**src/rtl/loteria_pkg.sv**
```systemverilog
// loteria_pkg -- shared types and constants for the multi-player lottery.
// Holds the FSM state encoding, the prize codes and the points awarded per prize.
package loteria_pkg;

    typedef enum logic [1:0] {
        SORTEIO = 2'd0,
        APOSTA  = 2'd1,
        AVALIA  = 2'd2,
        FIM     = 2'd3
    } estado_t;

    localparam logic [1:0] PREMIO_NENHUM = 2'd0;
    localparam logic [1:0] PREMIO_DOIS   = 2'd1;
    localparam logic [1:0] PREMIO_TRES   = 2'd2;
    localparam logic [1:0] PREMIO_TOTAL  = 2'd3;

    localparam int PONTOS_W = 3;

    // Indexed by prize code: none, two hits, three+ hits, all hits.
    localparam logic [3:0][PONTOS_W-1:0] PONTOS_POR_PREMIO = {3'd4, 3'd2, 3'd1, 3'd0};

endpackage

```
**src/rtl/loteria_avaliador.sv**
```systemverilog
// loteria_avaliador -- purely combinational ticket evaluator.
// Compares each entered bet digit with the drawn number in the same position,
// counts hits, classifies the prize and, when LOTERIA_SEQUENCIA_EN is defined,
// also reports the longest run of consecutive positional hits.
module loteria_avaliador
    import loteria_pkg::*;
#(
    parameter int NUM_W    = 4,
    parameter int DRAW_LEN = 4,
    parameter int CNT_W    = $clog2(DRAW_LEN + 1)
) (
    input  logic [DRAW_LEN-1:0][NUM_W-1:0] i_draw,
    input  logic [DRAW_LEN-1:0][NUM_W-1:0] i_bet,
    input  logic [CNT_W-1:0]               i_pos,
`ifdef LOTERIA_SEQUENCIA_EN
    output logic [CNT_W-1:0]               o_run,
`endif
    output logic [1:0]                     o_premio
);

    logic [DRAW_LEN-1:0] w_acerto;
    logic [CNT_W-1:0]    w_hits;

    // A position is a hit only if it was actually entered and matches the draw.
    always_comb begin
        w_acerto = '0;
        for (int i = 0; i < DRAW_LEN; i++) begin
            w_acerto[i] = (CNT_W'(i) < i_pos) && (i_bet[i] == i_draw[i]);
        end
    end

    // Count hits and map the count onto the prize code.
    always_comb begin
        w_hits = '0;
        for (int i = 0; i < DRAW_LEN; i++) begin
            w_hits = w_hits + CNT_W'(w_acerto[i]);
        end
        o_premio = PREMIO_NENHUM;
        if (w_hits == CNT_W'(DRAW_LEN)) begin
            o_premio = PREMIO_TOTAL;
        end else if (w_hits >= CNT_W'(3)) begin
            o_premio = PREMIO_TRES;
        end else if (w_hits == CNT_W'(2)) begin
            o_premio = PREMIO_DOIS;
        end
    end

`ifdef LOTERIA_SEQUENCIA_EN
    logic [CNT_W-1:0] w_corrida;

    // Track the current streak of hits and keep the longest one seen.
    always_comb begin
        w_corrida = '0;
        o_run     = '0;
        for (int i = 0; i < DRAW_LEN; i++) begin
            w_corrida = w_acerto[i] ? (w_corrida + CNT_W'(1)) : '0;
            if (w_corrida > o_run) begin
                o_run = w_corrida;
            end
        end
    end
`endif

endmodule

```
**src/rtl/loteria_multi.sv**
```systemverilog
// loteria_multi -- multi-player lottery: load a draw, collect one ticket per
// player in turn, score each ticket, and declare the round winner.
// Optional feature: define LOTERIA_SEQUENCIA_EN to award one extra point for a
// ticket holding three or more consecutive positional hits (below full prize).
module loteria_multi
    import loteria_pkg::*;
#(
    parameter int NUM_W     = 4,
    parameter int DRAW_LEN  = 4,
    parameter int N_PLAYERS = 2,
    parameter int SCORE_W   = 5
) (
    input  logic                         clock,
    input  logic                         reset,
    input  logic [NUM_W-1:0]             numero,
    input  logic                         carrega,
    input  logic                         insere,
    input  logic                         fim,
    input  logic                         fim_jogo,
    output logic [1:0]                   premio,
    output logic                         premio_valido,
    output logic [$clog2(N_PLAYERS)-1:0] jogador,
    output logic [N_PLAYERS*SCORE_W-1:0] pontos,
    output logic [$clog2(N_PLAYERS)-1:0] vencedor,
    output logic                         empate,
    output logic [1:0]                   estado
);

    localparam int                 CNT_W      = $clog2(DRAW_LEN + 1);
    localparam int                 JOG_W      = $clog2(N_PLAYERS);
    localparam logic [SCORE_W-1:0] SCORE_MAX  = '1;
    localparam logic [CNT_W-1:0]   ULTIMO_IDX = CNT_W'(DRAW_LEN - 1);
    localparam logic [CNT_W-1:0]   POS_CHEIA  = CNT_W'(DRAW_LEN);
    localparam logic [JOG_W-1:0]   ULTIMO_JOG = JOG_W'(N_PLAYERS - 1);

    estado_t                           r_estado;
    estado_t                           w_proxEstado;
    logic                              w_entraFim;
    logic [CNT_W-1:0]                  r_idx;
    logic [CNT_W-1:0]                  r_pos;
    logic [DRAW_LEN-1:0][NUM_W-1:0]    r_draw;
    logic [DRAW_LEN-1:0][NUM_W-1:0]    r_bet;
    logic                              r_fimPendente;
    logic [JOG_W-1:0]                  r_jogador;
    logic [JOG_W-1:0]                  r_vencedor;
    logic                              r_empate;
    logic [1:0]                        r_premio;
    logic                              r_premioValido;
    logic [N_PLAYERS-1:0][SCORE_W-1:0] r_pontos;
    logic [N_PLAYERS-1:0][SCORE_W-1:0] w_pontosProx;
    logic [SCORE_W-1:0]                w_pontoAtual;
    logic [SCORE_W-1:0]                w_maxPontos;
    logic [SCORE_W:0]                  w_soma;
    logic [PONTOS_W-1:0]               w_ganho;
    logic [1:0]                        w_premio;
    logic [JOG_W-1:0]                  w_vencedor;
    logic                              w_empate;
    logic                              w_insereOk;
`ifdef LOTERIA_SEQUENCIA_EN
    logic [CNT_W-1:0]                  w_run;
`endif

    loteria_avaliador #(
        .NUM_W    (NUM_W),
        .DRAW_LEN (DRAW_LEN),
        .CNT_W    (CNT_W)
    ) u_avaliador (
        .i_draw   (r_draw),
        .i_bet    (r_bet),
        .i_pos    (r_pos),
`ifdef LOTERIA_SEQUENCIA_EN
        .o_run    (w_run),
`endif
        .o_premio (w_premio)
    );

    // State register.
    always_ff @(posedge clock or negedge reset) begin
        if (!reset) begin
            r_estado <= SORTEIO;
        end else begin
            r_estado <= w_proxEstado;
        end
    end

    // Next-state logic; fim_jogo outranks fim, and a pending ticket is scored before FIM.
    always_comb begin
        w_proxEstado = r_estado;
        unique case (r_estado)
            SORTEIO: if (carrega && (r_idx == ULTIMO_IDX)) w_proxEstado = APOSTA;
            APOSTA: begin
                if (fim_jogo) begin
                    w_proxEstado = (r_pos != '0) ? AVALIA : FIM;
                end else if (fim) begin
                    w_proxEstado = AVALIA;
                end
            end
            AVALIA:  w_proxEstado = r_fimPendente ? FIM : APOSTA;
            FIM:     if (carrega) w_proxEstado = SORTEIO;
            default: w_proxEstado = SORTEIO;
        endcase
        w_entraFim = (w_proxEstado == FIM) && (r_estado != FIM);
        w_insereOk = (r_estado == APOSTA) && insere && !fim && !fim_jogo && (r_pos < POS_CHEIA);
    end

    // Score update for the current player, saturating at the top of the score range.
    always_comb begin
        w_pontoAtual = r_pontos[0];
        for (int p = 0; p < N_PLAYERS; p++) begin
            if (r_jogador == JOG_W'(p)) w_pontoAtual = r_pontos[p];
        end
        w_ganho = PONTOS_POR_PREMIO[w_premio];
`ifdef LOTERIA_SEQUENCIA_EN
        if ((w_run >= CNT_W'(3)) && (w_premio != PREMIO_TOTAL)) begin
            w_ganho = w_ganho + PONTOS_W'(1);
        end
`endif
        w_soma       = {1'b0, w_pontoAtual} + (SCORE_W + 1)'(w_ganho);
        w_pontosProx = r_pontos;
        if (r_estado == AVALIA) begin
            for (int p = 0; p < N_PLAYERS; p++) begin
                if (r_jogador == JOG_W'(p)) begin
                    w_pontosProx[p] = (w_soma > {1'b0, SCORE_MAX}) ? SCORE_MAX : w_soma[SCORE_W-1:0];
                end
            end
        end
    end

    // Winner search over the scores as they will be after this cycle (lowest index wins ties).
    always_comb begin
        w_maxPontos = w_pontosProx[0];
        w_vencedor  = '0;
        w_empate    = 1'b0;
        for (int p = 1; p < N_PLAYERS; p++) begin
            if (w_pontosProx[p] > w_maxPontos) begin
                w_maxPontos = w_pontosProx[p];
                w_vencedor  = JOG_W'(p);
            end
        end
        for (int p = 0; p < N_PLAYERS; p++) begin
            if ((w_pontosProx[p] == w_maxPontos) && (w_vencedor != JOG_W'(p))) begin
                w_empate = 1'b1;
            end
        end
    end

    // Datapath: draw/bet storage, counters, prize, scores and round result.
    always_ff @(posedge clock or negedge reset) begin
        if (!reset) begin
            r_idx          <= '0;
            r_pos          <= '0;
            r_draw         <= '0;
            r_bet          <= '0;
            r_fimPendente  <= 1'b0;
            r_jogador      <= '0;
            r_vencedor     <= '0;
            r_empate       <= 1'b0;
            r_premio       <= PREMIO_NENHUM;
            r_premioValido <= 1'b0;
            r_pontos       <= '0;
        end else begin
            r_premioValido <= 1'b0;
            r_pontos       <= w_pontosProx;
            unique case (r_estado)
                SORTEIO: begin
                    if (carrega) begin
                        for (int i = 0; i < DRAW_LEN; i++) begin
                            if (r_idx == CNT_W'(i)) r_draw[i] <= numero;
                        end
                        r_idx <= (r_idx == ULTIMO_IDX) ? '0 : (r_idx + CNT_W'(1));
                    end
                end
                APOSTA: begin
                    if (fim_jogo && (r_pos != '0)) begin
                        r_fimPendente <= 1'b1;
                    end
                    if (w_insereOk) begin
                        for (int i = 0; i < DRAW_LEN; i++) begin
                            if (r_pos == CNT_W'(i)) r_bet[i] <= numero;
                        end
                        r_pos <= r_pos + CNT_W'(1);
                    end
                end
                AVALIA: begin
                    r_premio       <= w_premio;
                    r_premioValido <= 1'b1;
                    r_pos          <= '0;
                    r_fimPendente  <= 1'b0;
                    r_jogador      <= (r_jogador == ULTIMO_JOG) ? '0 : (r_jogador + JOG_W'(1));
                end
                FIM: begin
                    if (carrega) begin
                        r_draw[0] <= numero;
                        r_idx     <= CNT_W'(1);
                        r_jogador <= '0;
                    end
                end
                default: ;
            endcase
            if (w_entraFim) begin
                r_vencedor <= w_vencedor;
                r_empate   <= w_empate;
            end
        end
    end

    assign premio        = r_premio;
    assign premio_valido = r_premioValido;
    assign jogador       = r_jogador;
    assign pontos        = r_pontos;
    assign vencedor      = r_vencedor;
    assign empate        = r_empate;
    assign estado        = r_estado;

endmodule

```
**config.mk**
```make
export PLATFORM = sky130hd
export DESIGN_NAME = loteria_multi
export DESIGN_NICKNAME = d
export VERILOG_FILES = /design/src/rtl/loteria_pkg.sv /design/src/rtl/loteria_avaliador.sv /design/src/rtl/loteria_multi.sv
export SDC_FILE = /design/constraint.sdc
export NUM_CORES = 1
export LEC_CHECK = 0
export CAP_MARGIN = 40
export CORE_ASPECT_RATIO = 0.8
export CORE_MARGIN = 1.5
export CORE_UTILIZATION = 58
export DETAILED_ROUTE_END_ITERATION = 10
export MAX_ROUTING_LAYER = met4
export PLACE_DENSITY = 0.8
export SLEW_MARGIN = 15
export SYNTH_ARGS = -nofsm -noshare
export SYNTH_HDL_FRONTEND = slang
export SYNTH_SLANG_ARGS = --single-unit
```
**constraint.sdc**
```tcl
create_clock -name clock -period 6.9 [get_ports clock]
set_clock_uncertainty 0.2 [all_clocks]
set_input_delay 1.38 -clock clock [delete_from_list [all_inputs] [get_ports clock]]
set_output_delay 1.38 -clock clock [all_outputs]
set_load 0.01 [all_outputs]
```
# Yosys cells after proc, flatten, opt, wreduce, memory -nomap -nowiden
# Index checks and enable logic that the tools add are counted.
# totals
register_bits	57
in_bits	10
output_inout_bits	18
wordCells	131
# classes
n_addsub	7
order_cmp	9
eq_ne	24
muxes	37
bitwise	1
reduce_logical	34
# ops
cell	count
5-bit 2-to-1 mux	5
3-bit AND reduction	8
4-bit == test	4
3-bit by 2-bit == test with 1-bit output, second input constant	5
3-bit 2-to-1 mux	5
2-bit 2-to-1 mux	7
1-bit logical AND	13
4-bit 2-to-1 mux	3
3-bit one-hot mux with 2 select lines	2
5-bit == test	2
10-bit 2-to-1 mux	1
2-bit inequality test, second input constant	5
1-bit 2-to-1 mux	9
2-bit one-hot mux with 4 select lines	1
4-bit one-hot mux with 2 select lines	1
3-bit by 1-bit adder with 3-bit output	2
3-bit by 1-bit adder with 3-bit output, second input constant	2
5-bit by 3-bit adder with 6-bit output	1
3-bit binary-select mux with 2-bit select	1
2-bit == test, second input constant	3
3-bit by 1-bit == test with 1-bit output, second input constant	2
6-bit by 5-bit greater-than comparator with 1-bit output, second input constant	1
3-bit logical NOT	2
1-bit by 3-bit < comparator with 1-bit output, first input constant	2
18 further kinds	25

# Logic depth before layout (Yosys ltp)
# logic_depth
word_depth	22
depth_mapped	18
ltp_nobuf	18

# Cells and area by module
# Synthesis repeated with hierarchy kept, for this count alone.
# hier_totals
hier_cells	295
hier_area_um2	3266.9
# by_module_without_submodules
module	instances	cells_per_inst	area_each_um2	seq_area_each_um2
loteria_multi	1	259	2981.6	1426.4
loteria_avaliador	1	36	285.3	0.0

# Least setup slack after synthesis
# OpenSTA, ideal clock, no wires.
# synth_path
kind	reg2reg
startpoint	register r_pos[1]
endpoint	register r_vencedor (netlist: vencedor)
setup_ps	84
arrival_ps	4547
t_required_ps	6616
slack_ps	2069
path_stages_with_launch	17
path_buffers	0
synth_period_minus_slack_ps	4831
path_cell_list	dfrtp_1 > nor2_1 > a2111oi_0 > ha_1 > fa_1 > ha_1 > nor2b_1 > nor3b_1 > ha_1 > fa_1 > a21oi_1 > or3_1 > mux2_2 > ha_1 > nand2_1 > or4_1 > a41oi_2
# synth_rtl
element	line_no	rtl
from (decl)	loteria_multi.sv:40	logic [CNT_W-1:0] r_pos;
from (signal assigned)	loteria_multi.sv:181	r_pos <= r_pos + CNT_W'(1);
to (signal assigned)	loteria_multi.sv:201	r_vencedor <= w_vencedor;
to (decl)	loteria_multi.sv:45	logic [JOG_W-1:0] r_vencedor;

==> metrics <==
post-CTS sizing 0; setup_tns 0 ns; Mapped Cells 296; period utilization 76.1%; ant diodes 0; max layer used met4; P_sw 0.484 mW; Most common cell on crit path ha_1; FF+latch count, synth 57; critical path fanouts, max 7; Final #Nets around 360; Hold Violations, Final 0; Top Ports 28; Gate power share around two fifths; worst slew pin tran ~0.77 ns; DRT Pass-1 Iters 4; DP Cell Count 379; synthesized area ~3200 µm²; DRT iter0 DRCs 225; GRT Total Usage between 20% and 30%; starting density of the core 61.7%; FFs w/ async S/R, synth 100%; kind of cell adding the most delay to the critical path adder cells; remaining antenna violation count after routing 0; max_slew headroom between 40% and 50%; antenna violations before repair 0; DR WL met2 2810 µm; post-synthesis sequential area ratio around 45%; Final Wtd Congestion 0.972; vias in the first global route ~2,200; setup violators final 0; leakage around 1.7 nW; Layout area overhead 15.8%; Worst-Skew Late Latency 0.35 ns; Synth area leaders dfrtp_1, mux2_2, ha_1; switch share roughly a third; worst hold stages 1; Slew Viols, Final 0; global route total overflow 0; critical-path cell list nor2_1 -> a2111oi_0 -> ha_1 -> fa_1 -> ha_1 -> nor2b_1 -> nor3b_1 -> ha_1 -> fa_1 -> a21oi_1 -> or3_1 -> mux2_2 -> ha_1 -> nand2_1 -> or4_1 -> a41oi_2; DIE WIDTH 85.8 µm; fmax around 190 MHz; Routed WL approximately 6700 µm; final non-filler cell total 393; RSZ-0062 raised after global routing no; Root Buffer clkbuf_8; Synthesized Nets 324; Met3 Wirelength 446 µm; r2r worst-path depth 16; H-tree depth 3; row count 23; CTS tree done; Hold Path Origin r_fimPendente$_DFFE_PN0P_; clk slew on worst S/H paths 0.07 ns; port bufs 27; Startpoint Class flop; Buf/Inv on CP 0; routed len/inst 17.0 µm; clock share of power 21.9%; critical path type flop to flop; WHS Endpoint r_fimPendente$_DFFE_PN0P_; ys flop type dfrtp_1; die area 5940 µm²; area share of the largest cell type after synthesis 44.9%; status complete, no violations; hpwl dp 4810 µm; Die Y-Extent 69.2 µm; CP max-delay cell or4_1; largest area contributor in the netlist dfrtp_1; Max Cap Viol 0; Max IR drop VDD 0.201 mV; core area 5150 µm²; share of cells above drive strength 1 roughly 17%; pin count of the biggest net entering global routing 58; Worst Path Required 6.97 ns; CTS Hold Bufs 0; Crit. End Element flop; total clock sinks 57; total number of vias 2,320; CP peak stage delay about 0.49 ns; sequential share of power approximately two fifths; CP arrival 5.32 ns; post-CTS setup buffer count 0; Hold WC Path Type flop to flop; Met1 Wirelength between 3000 and 4000 µm; Int Power 0.893 mW; post-route minimum period 5.25 ns; reg2reg end vencedor$_DFFE_PN0P_; first-pass GRT wire length ~11,000 µm; Yosys cell types 49; Synth Area per Inst 10.7 µm²; Post-synth EDFFs 0; Reg2Reg Launch Point r_pos[1]$_DFFE_PN0P_; pwr dens 374 nW/µm²; Worst Setup SP r_pos[1]$_DFFE_PN0P_; routed vias/inst 5.90; cts bufs inserted 9; Max Buffers Root-to-Sink 2; Post-route DRC 0; YS warnings 0; R2R Setup Slk 1.65 ns
-- logic make-up after synthesis --
| family | count (synthesis) | synth area share [%] |
|---|---|---|
| buf+inv | 23 | 2.87 |
| simple gates | 88 | 14.8 |
| flops | 57 | 44.9 |
| compound gates | 52 | 11.0 |
| mux | 38 | 13.3 |
| fa+ha+maj | 18 | 7.56 |
| xor+xnor | 20 | 5.51 |
-- synthesized netlist by cell type (2+ instances only) --
library cell / n
dfrtp_1: 57
mux2_2: 35
nor2_1: 24
nand2_1: 18
ha_1: 16
inv_1: 15
o21ai_0: 13
xnor2_1: 12
a21oi_1: 11
nor2b_1: 8
xor2_1: 8
a31oi_1: 6
clkbuf_1: 6
nand3_1: 5
nor3_1: 5
nand2b_1: 4
a2111oi_0: 3
a21o_1: 3
and3b_1: 3
mux2i_1: 3
nand3b_1: 3
nand4_1: 3
a22oi_1: 2
and2_1: 2
and3_1: 2
fa_1: 2
nor3b_1: 2
nor4b_1: 2
o211ai_1: 2
o21bai_1: 2
-- per-layer routing --
layer | vias to the layer above | GRT usage (%)
met1 | 1118 | 38.9
met3 | 9 | 8.33
met2 | 81 | 33.0
met5 | - | -
li1 | 1112 | -
met4 | 0 | 7.53
-- sequential cells by signal, summed over array words and instances (netlist names) --
signal / cells
estado: 2
pontos: 10
r_bet: 16
premio: 2
r_idx: 3
r_draw: 16
vencedor: 1
jogador: 1
empate: 1
r_fimPendente: 1
r_pos: 3
premio_valido: 1
-- worst max path at each step --
stage	endpoint	slack (ns)	cells after the start
2_1_floorplan	vencedor$_DFFE_PN0P_	2.07	16
3_3_place_gp	vencedor$_DFFE_PN0P_	1.83	16
3_5_place_dp	vencedor$_DFFE_PN0P_	1.76	16
4_1_cts	vencedor$_DFFE_PN0P_	1.69	16
5_1_grt	vencedor$_DFFE_PN0P_	1.42	16
6_report	vencedor$_DFFE_PN0P_	1.65	16
-- final cells by class --
class | instances | area, µm²
clock inverter | 3 | 42.5
timing repair buffer | 29 | 277
sequential | 57 | 1430
inverter | 15 | 56.3
fill | 371 | 1470
multi-input combinational | 216 | 1660
tap | 62 | 77.6
clock buffer | 11 | 141
-- per-stage QoR --
stage | instance area (µm²) | hold WS, ns | util, % | power, mW | setup WS, ns
6_report | 3680 | 0.286 | 71.5 | 1.38 | 1.65
4_1_cts | 3680 | 0.288 | 71.5 | 1.38 | 1.69
5_1_grt | 3680 | 0.324 | 71.5 | 1.48 | 1.42
2_1_floorplan | 3180 | 0.255 | - | 0.903 | 2.07
3_5_place_dp | 3500 | 0.274 | 67.9 | 1.08 | 1.76
3_3_place_gp | 3490 | 0.274 | 67.8 | 1.06 | 1.83
-- power by group through the flow --
stage	registers, mW	logic, mW	clock network, mW
after detailed placement	0.556	0.520	0
after global placement	0.548	0.512	0
final	0.551	0.525	0.301
after floorplan	0.531	0.371	0
after CTS	0.550	0.525	0.309
after global routing	0.567	0.586	0.323
-- placed cells by master, fill, tap and decap left out, drive strengths merged, types with 2 or more instances in the layout --
master / n
a2111oi: 3
a21o: 3
a21oi: 11
a22oi: 2
a31oi: 6
and2: 2
and3: 2
and3b: 3
buf: 3
clkbuf: 11
clkdlybuf4s50: 26
dfrtp: 57
fa: 2
ha: 16
inv: 15
mux2: 35
mux2i: 3
nand2: 18
nand2b: 4
nand3: 5
nand3b: 3
nand4: 3
nor2: 24
nor2b: 8
nor3: 5
nor3b: 3
nor4b: 2
o211ai: 2
o21ai: 13
o21bai: 2
o22ai: 2
xnor2: 12
xor2: 8
Note: power is estimated with default switching activity, not from simulation.
